## config.mk

```make
export PLATFORM = sky130hd
export DESIGN_NAME = sw_key_conditioner_flat
export DESIGN_NICKNAME = d
export VERILOG_FILES = /design/src/rtl/sw_key_conditioner_pkg.sv /design/src/rtl/sw_key_conditioner_if.sv /design/src/rtl/sw_key_conditioner_debounce_bit.sv /design/src/rtl/sw_key_conditioner.sv /design/src/flat_wrapper.sv
export SDC_FILE = /design/constraint.sdc
export NUM_CORES = 1
export LEC_CHECK = 0
export ABC_AREA = 1
export BUFFER_PORTS_ARGS = -buffer_cell sky130_fd_sc_hd__buf_4
export CAP_MARGIN = 20
export CORE_MARGIN = 8
export CORE_UTILIZATION = 53
export CTS_BUF_LIST = sky130_fd_sc_hd__clkbuf_16
export DETAILED_ROUTE_END_ITERATION = 12
export GPL_TIMING_DRIVEN = 0
export HOLD_SLACK_MARGIN = 0.05
export PLACE_DENSITY = 0.73
export SETUP_SLACK_MARGIN = 0.05
export SKIP_CTS_REPAIR_TIMING = 1
export SLEW_MARGIN = 20
export SYNTH_ARGS = -nofsm -noshare
export SYNTH_HDL_FRONTEND = slang
export SYNTH_SLANG_ARGS = --single-unit
```

## constraint.sdc

```tcl
create_clock -name CLOCK_50 -period 4.4 [get_ports CLOCK_50]
set_clock_uncertainty 0.2 [all_clocks]
set_input_delay 0.66 -clock CLOCK_50 [delete_from_list [all_inputs] [get_ports CLOCK_50]]
set_output_delay 0.66 -clock CLOCK_50 [all_outputs]
set_load 0.02 [all_outputs]
```

## src/rtl/sw_key_conditioner_pkg.sv

```systemverilog
// Shared defaults and pio_word field layout for the switch/key conditioner.
package sw_key_pkg;
  localparam int N_SW_DEF     = 3;
  localparam int N_KEY_DEF    = 3;
  localparam int DEBOUNCE_DEF = 500000;
  localparam int PIO_W        = 16;
  localparam int SW_LSB       = 0;

  function automatic int pressed_lsb(input int n_sw);
    return n_sw;
  endfunction

  function automatic int event_lsb(input int n_sw, input int n_key);
    return n_sw + n_key;
  endfunction
endpackage

```

## src/rtl/sw_key_conditioner_if.sv

```systemverilog
// Board-pin / PIO side signals of the conditioner; slave is the conditioner itself.
interface sw_key_conditioner_if #(
    parameter int N_SW  = 3,
    parameter int N_KEY = 3
);
    import sw_key_pkg::*;

    logic [N_SW-1:0]  SW;
    logic [N_KEY-1:0] KEY_N;
    logic [N_KEY-1:0] ack;
    logic [N_SW-1:0]  sw_stable;
    logic [N_KEY-1:0] key_pressed;
    logic [N_KEY-1:0] key_pulse;
    logic [N_KEY-1:0] key_event;
    logic [PIO_W-1:0] pio_word;

    modport master (
        output SW, KEY_N, ack,
        input  sw_stable, key_pressed, key_pulse, key_event, pio_word
    );

    modport slave (
        input  SW, KEY_N, ack,
        output sw_stable, key_pressed, key_pulse, key_event, pio_word
    );
endinterface

```

## src/rtl/sw_key_conditioner_debounce_bit.sv

```systemverilog
// One raw pin: 2-FF synchroniser followed by a stable-run debouncer.
module debounce_bit #(
    parameter int DEBOUNCE_CYCLES = 500000,
    parameter bit RESET_LEVEL     = 1'b0,
    parameter int CNT_W           = $clog2(DEBOUNCE_CYCLES)
) (
    input  logic clk,
    input  logic rst,
    input  logic raw,
    output logic q
);
    localparam logic [CNT_W-1:0] CNT_MAX = CNT_W'(DEBOUNCE_CYCLES - 1);

    logic [1:0]       sync;
    logic [CNT_W-1:0] cnt;
    logic             s;

    assign s = sync[1];

    // Any sample equal to q restarts the run; the counter tops out at CNT_MAX and never wraps.
    always_ff @(posedge clk or posedge rst) begin
        if (rst) begin
            sync <= {2{RESET_LEVEL}};
            cnt  <= '0;
            q    <= RESET_LEVEL;
        end else begin
            sync <= {sync[0], raw};
            if (s == q) begin
                cnt <= '0;
            end else if (cnt == CNT_MAX) begin
                q   <= s;
                cnt <= '0;
            end else begin
                cnt <= cnt + 1'b1;
            end
        end
    end
endmodule

```

## src/rtl/sw_key_conditioner.sv

```systemverilog
// Debounced switches and keys, press pulses, sticky press events and PIO packing.
module sw_key_conditioner
    import sw_key_pkg::*;
#(
    parameter int N_SW            = N_SW_DEF,
    parameter int N_KEY           = N_KEY_DEF,
    parameter int DEBOUNCE_CYCLES = DEBOUNCE_DEF,
    parameter int CNT_W           = $clog2(DEBOUNCE_CYCLES)
) (
    input logic                  CLOCK_50,
    input logic                  reset,
    sw_key_conditioner_if.slave  bus
);
    localparam int PRESSED_LSB = pressed_lsb(N_SW);
    localparam int EVENT_LSB   = event_lsb(N_SW, N_KEY);

    if (N_SW + 2 * N_KEY > PIO_W) begin : g_bad_width
        $error("sw_key_conditioner: fields do not fit in pio_word");
    end
    if (DEBOUNCE_CYCLES < 2) begin : g_bad_debounce
        $error("sw_key_conditioner: DEBOUNCE_CYCLES must be >= 2");
    end

    logic [N_SW-1:0]  sw_q;
    logic [N_KEY-1:0] key_q;
    logic [N_KEY-1:0] pressed;
    logic [N_KEY-1:0] pressed_d;
    logic [N_KEY-1:0] pulse;
    logic [N_KEY-1:0] evt;
    logic [PIO_W-1:0] pio;

    for (genvar g = 0; g < N_SW; g++) begin : g_sw
        debounce_bit #(
            .DEBOUNCE_CYCLES(DEBOUNCE_CYCLES),
            .RESET_LEVEL    (1'b0),
            .CNT_W          (CNT_W)
        ) u_db (
            .clk(CLOCK_50),
            .rst(reset),
            .raw(bus.SW[g]),
            .q  (sw_q[g])
        );
    end

    // Keys are debounced in raw (active-low) polarity and inverted afterwards; the
    // debouncer is polarity-symmetric, so this matches inverting right after the sync.
    for (genvar g = 0; g < N_KEY; g++) begin : g_key
        debounce_bit #(
            .DEBOUNCE_CYCLES(DEBOUNCE_CYCLES),
            .RESET_LEVEL    (1'b1),
            .CNT_W          (CNT_W)
        ) u_db (
            .clk(CLOCK_50),
            .rst(reset),
            .raw(bus.KEY_N[g]),
            .q  (key_q[g])
        );
    end

    assign pressed = ~key_q;

    // A pulse coinciding with ack keeps the event set.
    always_ff @(posedge CLOCK_50 or posedge reset) begin
        if (reset) begin
            pressed_d <= '0;
            pulse     <= '0;
            evt       <= '0;
        end else begin
            pressed_d <= pressed;
            pulse     <= pressed & ~pressed_d;
            evt       <= pulse | (evt & ~bus.ack);
        end
    end

    always_comb begin
        pio                            = '0;
        pio[SW_LSB      +: N_SW]       = sw_q;
        pio[PRESSED_LSB +: N_KEY]      = pressed;
        pio[EVENT_LSB   +: N_KEY]      = evt;
    end

    assign bus.sw_stable   = sw_q;
    assign bus.key_pressed = pressed;
    assign bus.key_pulse   = pulse;
    assign bus.key_event   = evt;
    assign bus.pio_word    = pio;
endmodule

```

## src/flat_wrapper.sv

```systemverilog
// flat-port wrapper written by rule: the top's interface ports become plain ports
module sw_key_conditioner_flat import sw_key_pkg::*;
#(
    parameter int N_SW            = N_SW_DEF,
    parameter int N_KEY           = N_KEY_DEF,
    parameter int DEBOUNCE_CYCLES = DEBOUNCE_DEF,
    parameter int CNT_W           = $clog2(DEBOUNCE_CYCLES)
)
  (CLOCK_50, reset, bus_SW, bus_KEY_N, bus_ack, bus_sw_stable, bus_key_pressed, bus_key_pulse, bus_key_event, bus_pio_word);
  sw_key_conditioner_if #(.N_SW(N_SW), .N_KEY(N_KEY)) bus_i ();
  input logic CLOCK_50;
  input logic reset;
  input wire logic [$bits(bus_i.SW)-1:0] bus_SW;
  input wire logic [$bits(bus_i.KEY_N)-1:0] bus_KEY_N;
  input wire logic [$bits(bus_i.ack)-1:0] bus_ack;
  output wire logic [$bits(bus_i.sw_stable)-1:0] bus_sw_stable;
  output wire logic [$bits(bus_i.key_pressed)-1:0] bus_key_pressed;
  output wire logic [$bits(bus_i.key_pulse)-1:0] bus_key_pulse;
  output wire logic [$bits(bus_i.key_event)-1:0] bus_key_event;
  output wire logic [$bits(bus_i.pio_word)-1:0] bus_pio_word;
  assign bus_i.SW = bus_SW;
  assign bus_i.KEY_N = bus_KEY_N;
  assign bus_i.ack = bus_ack;
  assign bus_sw_stable = bus_i.sw_stable;
  assign bus_key_pressed = bus_i.key_pressed;
  assign bus_key_pulse = bus_i.key_pulse;
  assign bus_key_event = bus_i.key_event;
  assign bus_pio_word = bus_i.pio_word;
  sw_key_conditioner #(.N_SW(N_SW), .N_KEY(N_KEY), .DEBOUNCE_CYCLES(DEBOUNCE_CYCLES), .CNT_W(CNT_W)) u_core (.CLOCK_50(CLOCK_50), .reset(reset), .bus(bus_i));
endmodule
```

==> qor.csv, run 1 <==
metric,value,unit
status,completed,
final WL,14.9,mm
layout cells sized above 1,13.2,%
crit path launch type,register,
ys flop type,dfrtp_1,
Post-synth ARST share,100,%
core area,14400,um2
crit-path max FO,4,
Vias,6348,
"flops & latches, synth",141,
reg-to-reg critical path endpoint,u_core.g_sw[0].u_db.cnt[0],
IO Count,39,
drc violations,0,
Yosys warning count,0,
CP endpoint kind,output port,
fmax,0.457,GHz
power per cell area,324,nW/um2
wire per inst,11.5,um
Critical Path RT,3.54,ns
worst skew pair latency,0.42,ns
port buffer count,31,
Yosys top cell area share,42.6,%
Layout fillers,1274,
synthesized area,7750,um2
min Tclk post-route,2.19,ns
Hold/Removal Path Class,in -> reg,
"Avg Cell Area, Syn",7.48,um2
cts bufs inserted,17,
die area,18800,um2
measured slew at the worst slew-check pin,0.606,ns
drt first pass iters,5,
post-DP HPWL,11.0,mm
Hold Path Sink,u_core.g_key[2].u_db.sync[0],
initial cell density of the core,53.8,%
top post-synthesis cells by count,"275 x nor2_1, 205 x nand2_1, 132 x dfrtp_1",
RSZ-0062 raised after global routing,no,
vias per cell,4.90,
Layout Area Growth over Synthesis,15.8,%
reg2reg start,u_core.g_sw[0].u_db.cnt[0],
remaining antenna violation count after routing,0,
Final Max Slew Viols,0,
first-pass GRT wire length,27.1,mm
"Data arrival, critical path",1.33,ns
final setup violation count,0,
FF-to-FF setup slack,2.71,ns
Die Span X,137,um
CTS max path bufs,2,
post-synthesis cell count,1037,
Die Height,137,um
hold path cells,1,
worst reg-to-reg path cell count,6,
Max-cap violations,0,
final hold slack,0.141,ns
critical path launch point,u_core.g_key[1].u_db.q,
synth unique cells,29,
final hold vios,0,
maximum vdd drop,0.369,mV
num rows,44,
Post-synth EDFFs,0,
Clock transition at path regs,0.06,ns
Clock Sink Count,141,
Synth area leaders,"dfrtp_1 43%, nor2_1 13%, nand2_1 9.9%, nand3_1 5.8%, inv_1 5.7%",
largest net degree at the start of global routing,36,
GRT Residual Overflow,0,
P_leak,4.02,nW
"count leader, synth",nor2_1,
CTS tree,built,
sequential area share after synthesis,45.6,%
gp weighted congestion,0.890,
initial antenna violation count,0,
cell accounting for the most synthesized area,dfrtp_1,
ANT cells,0,
period utilization,49.8,%
vias in the first global route,6065,
# nets final,1116,
All-Layer GR Usage,17.7,%
min-delay src,bus_KEY_N[2],
Root Buffer Master,clkbuf_16,
post-layout util,62.2,%
Starting DRT DRC Count,401,
H-tree Lvls,4,
Slew HR,59.4,%
WS Path Type,reg -> out,
Setup TNS,0,ns
-- area by class of cell --
cell class              count  area (um2)  area share, %
well taps                 184         230           2.56
clock inverters            15         183           2.03
flip-flops and latches    141        3540           39.4
repair buffers             37         358           3.99
plain buffers              26         178           1.98
multi-input cells         755        3610           40.2
clock buffers              17         425           4.74
inverters                 121         458           5.10
-- worst max-delay path by stage --
| stage | slack [ns] | endpoint | depth (start not counted) |
|---|---|---|---|
| CTS | 2.19 | bus_pio_word[4] | 3 |
| floorplan | 1.78 | u_core.bus.key_event[0] | 1 |
| detailed placement | 2.64 | u_core.g_key[1].u_db.q | 5 |
| finish | 2.21 | bus_pio_word[4] | 3 |
| global route | 2.15 | bus_pio_word[4] | 3 |
| global placement | 0.89 | u_core.g_sw[2].u_db.cnt[16] | 2 |
-- through the flow --
stage	power [mW]	worst slack [ns]	cell area [um2]	instances
floorplan	1.42	1.78	7780	1043
global placement	1.45	0.892	8240	1258
detailed placement	1.46	2.64	8360	1263
CTS	2.94	2.19	8970	1295
global route	3.02	2.15	8980	1296
finish	2.91	2.21	8980	1296
-- flip-flops by register name, summed over array words and instances, names as in the netlist --
signal and cells:
u_core.pressed_d 3, u_core.g_key.u_db.cnt 57, u_core.bus.key_event 3, u_core.g_key.u_db.q 3, u_core.g_key.u_db.sync 6, u_core.bus.key_pulse 3
u_core.g_sw.u_db.q 3, u_core.g_sw.u_db.sync 6, u_core.g_sw.u_db.cnt 57
-- layer usage --
metal / wire length (um) / vias to the layer above / GRT usage (%)
met5: 0 / - / 0
met4: 140 / 0 / 5.79
met3: 506 / 11 / 4.22
met2: 7000 / 101 / 28.4
met1: 7240 / 2927 / 23.1
li1: - / 3309 / -
-- critical path, stage by stage, from the launching register on --
cell and delay [ns]:
dfstp_2 0.56, inv_1 0.08, buf_4 0.13, buf_4 0.14
-- cells in the final DEF (no fill, tap or decap), types with 2 or more instances in the layout --
cell and n:
a21oi_1 17, and2_1 5, buf_12 3, buf_16 2, buf_2 7, buf_4 50
bufinv_16 3, clkbuf_16 17, clkinv_2 2, clkinvlp_4 3, conb_1 7, dfrtp_1 132
dfstp_2 9, ha_1 6, inv_1 116, inv_2 4, inv_6 5, nand2_1 205
nand2_2 15, nand3_1 90, nand3b_1 2, nand4_1 8, nor2_1 275, nor2_2 15
nor2_4 10, nor3_1 5, nor3b_1 9, o21ai_0 11, o21ai_1 3, o21bai_1 8
o22ai_1 2, xnor2_1 17, xor2_1 42
-- report_power, final --
| part | switching (mW) | internal, mW |
|---|---|---|
| clock network | 0.572 | 0.900 |
| registers | 0.0122 | 1.32 |
| logic | 0.0684 | 0.0378 |
-- cell families after synthesis --
| group | count (synthesis) | share of synthesized area, % |
|---|---|---|
| compound gates | 42 | 3.02 |
| simple gates | 641 | 35.5 |
| xor+xnor | 59 | 6.66 |
| fa+ha+maj | 6 | 0.968 |
| buf+inv | 147 | 8.15 |
| other cells | 1 | 0.0484 |
| flops | 141 | 45.6 |
Power figures use the tool's default switching activity.
==> run 2, diff against run 1 <==
--- a/config.mk
+++ b/config.mk
@@ -5,7 +5,7 @@
 export SDC_FILE = /design/constraint.sdc
 export NUM_CORES = 1
 export LEC_CHECK = 0
-export ABC_AREA = 1
+export ABC_AREA = 0
 export BUFFER_PORTS_ARGS = -buffer_cell sky130_fd_sc_hd__buf_4
 export CAP_MARGIN = 20
 export CORE_MARGIN = 8
@@ -14,7 +14,7 @@
 export DETAILED_ROUTE_END_ITERATION = 12
 export GPL_TIMING_DRIVEN = 0
 export HOLD_SLACK_MARGIN = 0.05
-export PLACE_DENSITY = 0.73
+export PLACE_DENSITY = 0.74
 export SETUP_SLACK_MARGIN = 0.05
 export SKIP_CTS_REPAIR_TIMING = 1
 export SLEW_MARGIN = 20
==> constraint.sdc (replaced) <==
create_clock -name CLOCK_50 -period 2 [get_ports CLOCK_50]
set_clock_uncertainty 0.2 [all_clocks]
set_input_delay 0.3 -clock CLOCK_50 [delete_from_list [all_inputs] [get_ports CLOCK_50]]
set_output_delay 0.3 -clock CLOCK_50 [all_outputs]
set_load 0.02 [all_outputs]
==> run 2 against run 1 <==
Compared with the run above: the flow now finishes with violations (setup timing); utilization grew 7.7 points; critical endpoint is now u_core.g_sw[2].u_db.cnt[8]; non-clock buffer count grew 66; sequential share of layout area is 1.1 points higher; worst hold slack better by 0.0070 ns; highest routed layer unchanged; area after synthesis shrank 13%; first-iteration DRC count fell by 1.7%; largest power group unchanged.
==> qor.csv, run 2 <==
metric,value,unit,change
Layout Area Growth over Synthesis,29.9,%,was 15.8%
Starting DRT DRC Count,394,,was 401
Synth area leaders,"dfrtp_1 49%, nor2_1 5.5%, xnor2_1 5.5%, xor2_1 4.5%, dfstp_2 3.5%",,"was dfrtp_1 43%, nor2_1 13%, nand2_1 9.9%, nand3_1 5.8%, inv_1 5.7%"
All-Layer GR Usage,16.8,%,was 17.7%
drt first pass iters,5,,unchanged
hold path cells,0,,was 1
worst reg-to-reg path cell count,5,,was 6
IO Count,39,,unchanged
CTS max path bufs,2,,unchanged
failing checks,setup timing,,
Area after DPL,7360,um2,was 8360 um2
largest net degree at the start of global routing,34,,was 36
Layout fillers,916,,was 1274
period utilization,117,%,
synthesized area,6740,um2,was 7750 um2
sequential area share after synthesis,52.5,%,was 45.6%
wire per inst,15.0,um,was 11.5 um
final hold slack,0.148,ns,was 0.141 ns
cell accounting for the most synthesized area,dfrtp_1,,unchanged
worst skew pair latency,0.41,ns,was 0.42 ns
min Tclk post-route,2.34,ns,
Max-cap violations,0,,unchanged
Final Max Slew Viols,0,,unchanged
core area,12500,um2,was 14400 um2
ys flop type,dfrtp_1,,unchanged
"Data arrival, critical path",2.43,ns,was 1.33 ns
synth unique cells,42,,was 29
reg2reg start,u_core.g_sw[2].u_db.cnt[11],,was u_core.g_sw[0].u_db.cnt[0]
status,"finished, violations left",,was completed
Hold Path Sink,u_core.g_key[2].u_db.sync[1],,was u_core.g_key[2].u_db.sync[0]
drc violations,0,,unchanged
Critical Path RT,2.10,ns,was 3.54 ns
gp weighted congestion,0.810,,was 0.890
post-DP HPWL,8.84,mm,was 11.0 mm
CP endpoint kind,register,,was output port
crit path launch type,register,,unchanged
Yosys warning count,0,,unchanged
"Design Area, Final",8760,um2,was 8980 um2
crit-path max FO,10,,was 4
top sig layer,met4,,unchanged
Die Span X,129,um,was 137 um
WS Path Type,reg -> reg,,was reg -> out
"Avg Cell Area, Syn",10.1,um2,was 7.48 um2
top flop regs,"u_core.g_key.u_db.cnt (57), u_core.g_sw.u_db.cnt (57)",,unchanged
cts bufs inserted,17,,unchanged
setup ws final,-0.335,ns,was 2.21 ns
port buffer count,31,,unchanged
final WL,14.6,mm,was 14.9 mm
met2 WL,7.66,mm,was 7.00 mm
num rows,41,,was 44
Slew HR,48.6,%,was 59.4%
Vias,5302,,was 6348
reg-to-reg critical path endpoint,u_core.g_sw[2].u_db.cnt[8],,was u_core.g_sw[0].u_db.cnt[0]
Root Buffer Master,clkbuf_16,,unchanged
Clock Sink Count,141,,unchanged
Metal-1 WL,6.22,mm,was 7.24 mm
die area,16600,um2,was 18800 um2
Hold/Removal Path Class,reg -> reg,,was in -> reg
H-tree Lvls,4,,unchanged
post-synthesis cell count,665,,was 1037
most frequent cells in the layout,"121 x dfrtp_1, 91 x buf_4, 81 x nor2_1",,"was 275 x nor2_1, 205 x nand2_1, 132 x dfrtp_1"
initial cell density of the core,53.8,%,about the same
Power Total,6.27,mW,was 2.91 mW
"flops & latches, synth",141,,unchanged
pre-CTS WS,-0.340,ns,was 2.64 ns
"most common cell after layout, fill and taps aside",dfrtp_1,,was nor2_1
min-delay src,u_core.g_key[2].u_db.sync[0],,was bus_KEY_N[2]
first-pass GRT wire length,22.5,mm,was 27.1 mm
Setup TNS,-17.45,ns,was 0 ns
P_leak,3.61,nW,was 4.02 nW
"count leader, synth",dfrtp_1,,was nor2_1
Post-synth ARST share,100,%,unchanged
vias in the first global route,4893,,was 6065
fmax,0.428,GHz,
vias per cell,5.47,,was 4.90
initial antenna violation count,0,,unchanged
layout cells sized above 1,31.2,%,was 13.2%
DR WL met3,472,um,was 506 um
FF-to-FF setup slack,-0.34,ns,was 2.71 ns
Clock transition at path regs,0.06,ns,about the same
final hold vios,0,,unchanged
Yosys top cell area share,49.0,%,was 42.6%
RSZ-0062 raised after global routing,yes,,was no
GRT Residual Overflow,0,,unchanged
measured slew at the worst slew-check pin,0.769,ns,was 0.606 ns
power per cell area,715,nW/um2,was 324 nW/um2
remaining antenna violation count after routing,0,,unchanged
final setup violation count,65,,was 0
maximum vdd drop,0.577,mV,was 0.369 mV
top post-synthesis cells by count,"132 x dfrtp_1, 99 x nor2_1, 42 x xnor2_1",,"was 275 x nor2_1, 205 x nand2_1, 132 x dfrtp_1"
Post-synth EDFFs,0,,unchanged
ANT cells,0,,unchanged
# nets final,801,,was 1116
Die Height,129,um,was 137 um
CTS tree,built,,unchanged
-- run 2: cell types whose count changed after synthesis, sizes merged, moves of 12 or more --
cell,delta
a21oi,+14
inv,-93
nand2,-186
nand3,-56
nand4,+25
nor2,-201
nor4,+12
o31ai,+15
or3,+23
or4,+24
xnor2,+25
-- run 2: how the worst max path moves through the flow --
stage          cells after the start  slack [ns]                         from                          end
2_1_floorplan                      1       -0.26                        reset      u_core.bus.key_event[0]
3_3_place_gp                       2       -1.05                        reset  u_core.g_key[1].u_db.cnt[0]
3_5_place_dp                       5       -0.34  u_core.g_sw[2].u_db.cnt[11]   u_core.g_sw[2].u_db.cnt[8]
4_1_cts                            5       -0.37  u_core.g_sw[2].u_db.cnt[11]   u_core.g_sw[2].u_db.cnt[8]
5_1_grt                            5       -0.40  u_core.g_sw[2].u_db.cnt[11]   u_core.g_sw[2].u_db.cnt[8]
6_report                           5       -0.34  u_core.g_sw[2].u_db.cnt[11]   u_core.g_sw[2].u_db.cnt[8]
-- run 2: cell families after synthesis --
group           synth area share (%)
mux                             1.00
flops                           52.5
fa+ha+maj                       1.11
other cells                   0.0556
simple gates                    23.7
buf+inv                         4.97
compound gates                  6.61
xor+xnor                        10.0
-- run 2: worst max-delay path, cell delays in order (launching register included) --
cell and delay (ns):
dfrtp_1 0.42, or4_4 0.54, or4_4 0.57, o21ai_4 0.26, buf_6 0.18, nor2_1 0.06
-- run 2: routing by layer --
layer / track usage [%] / vias up
li1: - / 2539
met1: 20.5 / 2647
met2: 27.4 / 97
met3: 4.68 / 19
met4: 6.84 / 0
met5: 0 / -
-- run 2: power breakdown --
part | switching, mW | internal [mW]
clock network | 1.17 | 1.81
logic | 0.182 | 0.161
registers | 0.0444 | 2.90
-- run 2: layout make-up --
cell class / instances / area, um2 / area share (%)
flip-flops and latches: 141 / 3550 / 40.6
multi-input cells: 467 / 3180 / 36.3
repair buffers: 99 / 887 / 10.1
clock buffers: 17 / 425 / 4.86
plain buffers: 30 / 258 / 2.94
well taps: 172 / 215 / 2.46
clock inverters: 15 / 131 / 1.50
inverters: 28 / 109 / 1.24
-- run 2: through the flow --
| stage | util (%) | instances |
|---|---|---|
| floorplan | - | 671 |
| global placement | 58.1 | 874 |
| detailed placement | 58.8 | 878 |
| CTS | 63.3 | 910 |
| global route | 70.0 | 969 |
| finish | 70.0 | 969 |
==> run 3, diff against run 2 <==
--- a/config.mk
+++ b/config.mk
@@ -8,13 +8,16 @@
 export ABC_AREA = 0
 export BUFFER_PORTS_ARGS = -buffer_cell sky130_fd_sc_hd__buf_4
 export CAP_MARGIN = 20
+export CELL_PAD_IN_SITES_DETAIL_PLACEMENT = 2
+export CELL_PAD_IN_SITES_GLOBAL_PLACEMENT = 2
 export CORE_MARGIN = 8
-export CORE_UTILIZATION = 53
+export CORE_UTILIZATION = 36
 export CTS_BUF_LIST = sky130_fd_sc_hd__clkbuf_16
+export CTS_CLUSTER_SIZE = 30
 export DETAILED_ROUTE_END_ITERATION = 12
 export GPL_TIMING_DRIVEN = 0
 export HOLD_SLACK_MARGIN = 0.05
-export PLACE_DENSITY = 0.74
+export PLACE_DENSITY_LB_ADDON = 0.1
 export SETUP_SLACK_MARGIN = 0.05
 export SKIP_CTS_REPAIR_TIMING = 1
 export SLEW_MARGIN = 20
==> run 3 against run 2 <==
Compared with the run above: the run still ends with setup timing left; cell count rose by 9.8%; via count rose by 5.9%; combinational power rose by 16%; clock power rose by 19%; global-route usage fell by 1.4 points; first-iteration DRC count fell by 57%; sequential cell count did not move; largest cell class unchanged.
==> qor.csv, run 3 (synthesized netlist as in run 2, its figures left out) <==
metric,value,unit,change
Starting DRT DRC Count,169,,was 394
CP endpoint kind,register,,unchanged
Critical Path RT,2.11,ns,was 2.10 ns
setup ws final,-0.385,ns,was -0.335 ns
maximum vdd drop,0.661,mV,was 0.577 mV
period utilization,119,%,was 117%
vias in the first global route,5725,,was 4893
Root Buffer Master,clkbuf_16,,unchanged
worst reg-to-reg path cell count,5,,unchanged
power per cell area,734,nW/um2,was 715 nW/um2
cts bufs inserted,17,,unchanged
combinational share of power,5.8,%,was 5.5%
crit-path max cell delay,0.58,ns,was 0.57 ns
"critical path, cell by cell",or4b_1 -> or4_4 -> o21ai_4 -> buf_4 -> a21oi_1,,was or4_4 -> or4_4 -> o21ai_4 -> buf_6 -> nor2_1
initial antenna violation count,0,,unchanged
P_leak,3.79,nW,was 3.61 nW
post-DP HPWL,12.0,mm,was 8.84 mm
CTS tree,built,,unchanged
IO Count,39,,unchanged
crit path to,u_core.g_sw[0].u_db.cnt[16],,was u_core.g_sw[2].u_db.cnt[8]
Area after DPL,7460,um2,was 7360 um2
Die Span X,153,um,was 129 um
reg2reg start,u_core.g_sw[0].u_db.cnt[5],,was u_core.g_sw[2].u_db.cnt[11]
"Design Area, Final",9390,um2,was 8760 um2
final hold vios,0,,unchanged
Seq pwr share,42.7,%,was 47.0%
final WL,21.1,mm,was 14.6 mm
reg-to-reg critical path endpoint,u_core.g_sw[0].u_db.cnt[16],,was u_core.g_sw[2].u_db.cnt[8]
Layout Area Growth over Synthesis,39.4,%,was 29.9%
WS Path Type,reg -> reg,,unchanged
most frequent cells in the layout,"116 x buf_4, 114 x dfrtp_1, 53 x nor2_1",,"was 121 x dfrtp_1, 91 x buf_4, 81 x nor2_1"
die area,23400,um2,was 16600 um2
vias per cell,5.28,,was 5.47
fmax,0.419,GHz,was 0.428 GHz
drc violations,0,,unchanged
Clock transition at path regs,0.06,ns,about the same
gp weighted congestion,0.772,,was 0.810
Final Max Slew Viols,0,,unchanged
num rows,50,,was 41
Layout fillers,1817,,was 916
failing checks,setup timing,,unchanged
Max-cap violations,0,,unchanged
Clock Sink Count,141,,unchanged
WP depth,5,,unchanged
P_int,5.39,mW,was 4.87 mW
# nets final,834,,was 801
All-Layer GR Usage,15.3,%,was 16.8%
final setup violation count,77,,was 65
crit path launch type,register,,unchanged
crit-path max FO,7,,was 10
"most common cell after layout, fill and taps aside",buf_4,,was dfrtp_1
GRT Residual Overflow,0,,unchanged
worst path bufs/invs,1,,unchanged
FF-to-FF setup slack,-0.38,ns,was -0.34 ns
Hold/Removal Path Class,reg -> reg,,unchanged
H-tree Lvls,4,,unchanged
layout cells sized above 1,38.3,%,was 31.2%
"CP delay by family, top",simple AND/OR/NAND/NOR gates,,unchanged
critical path launch point,u_core.g_sw[0].u_db.cnt[5],,was u_core.g_sw[2].u_db.cnt[11]
top flop regs,"u_core.g_key.u_db.cnt (57), u_core.g_sw.u_db.cnt (57)",,unchanged
largest net degree at the start of global routing,27,,was 34
port buffer count,31,,unchanged
RSZ-0062 raised after global routing,yes,,unchanged
ANT cells,0,,unchanged
min Tclk post-route,2.38,ns,was 2.34 ns
drt first pass iters,4,,was 5
wire per inst,19.8,um,was 15.0 um
Slew HR,58.2,%,was 48.6%
remaining antenna violation count after routing,0,,unchanged
CTS max path bufs,2,,unchanged
CP max stage cell,or4_4,,unchanged
Psw,1.50,mW,was 1.40 mW
core area,18500,um2,was 12500 um2
status,"finished, violations left",,unchanged
worst skew pair latency,0.43,ns,was 0.41 ns
pre-CTS WS,-0.445,ns,was -0.340 ns
"Data arrival, critical path",2.49,ns,was 2.43 ns
Vias,5616,,was 5302
clock power share,51.5,%,was 47.5%
measured slew at the worst slew-check pin,0.625,ns,was 0.769 ns
post-layout util,50.7,%,was 70.0%
Sw Ratio,21.8,%,was 22.3%
first-pass GRT wire length,29.4,mm,was 22.5 mm
initial cell density of the core,36.4,%,was 53.8%
Die Height,153,um,was 129 um
-- run 3: layer usage --
metal | vias to the layer above | GRT usage (%) | wire (um)
met5 | - | 0 | 0
met4 | 0 | 5.80 | 396
met3 | 31 | 3.16 | 431
met2 | 65 | 28.1 | 11700
met1 | 2915 | 17.2 | 8550
li1 | 2605 | - | -
-- run 3: how the worst min path moves through the flow --
| stage | startpoint | to | slack (ns) | depth (start not counted) |
|---|---|---|---|---|
| after floorplan | bus_KEY_N[0] | u_core.g_key[0].u_db.sync[0] | 0.10 | 0 |
| after global placement | u_core.g_sw[2].u_db.sync[0] | u_core.g_sw[2].u_db.sync[1] | 0.14 | 0 |
| after detailed placement | u_core.g_sw[1].u_db.sync[0] | u_core.g_sw[1].u_db.sync[1] | 0.15 | 0 |
| after CTS | reset | u_core.pressed_d[2] | -0.24 | 2 |
| after global routing | u_core.g_key[0].u_db.sync[0] | u_core.g_key[0].u_db.sync[1] | 0.16 | 0 |
| final | u_core.g_sw[1].u_db.sync[0] | u_core.g_sw[1].u_db.sync[1] | 0.15 | 0 |
-- run 3: layout make-up --
type | count | area, um2 | share of cell area, %
clock buffers | 17 | 425 | 4.53
flip-flops and latches | 141 | 3560 | 37.9
inverters | 28 | 109 | 1.16
repair buffers | 131 | 1160 | 12.3
well taps | 234 | 293 | 3.12
multi-input cells | 467 | 3350 | 35.6
clock inverters | 15 | 228 | 2.42
plain buffers | 31 | 270 | 2.88
-- run 3: power groups by stage --
stage / Sequential, mW / Clock [mW] / Combinational (mW)
finish: 2.95 / 3.55 / 0.399
global route: 2.95 / 3.74 / 0.439
CTS: 2.94 / 3.62 / 0.265
detailed placement: 2.99 / 0 / 0.259
global placement: 2.99 / 0 / 0.220
floorplan: 2.98 / 0 / 0.163
-- run 3: stage by stage --
stage	power, mW	TNS [ns]	instances	hold WS, ns
2_1_floorplan	3.14	-40.37	671	0.104
3_3_place_gp	3.21	-193.63	936	0.142
3_5_place_dp	3.25	-30.62	941	0.148
4_1_cts	6.83	-35.39	973	-0.241
5_1_grt	7.13	-26.45	1064	0.163
6_report	6.90	-20.21	1064	0.154
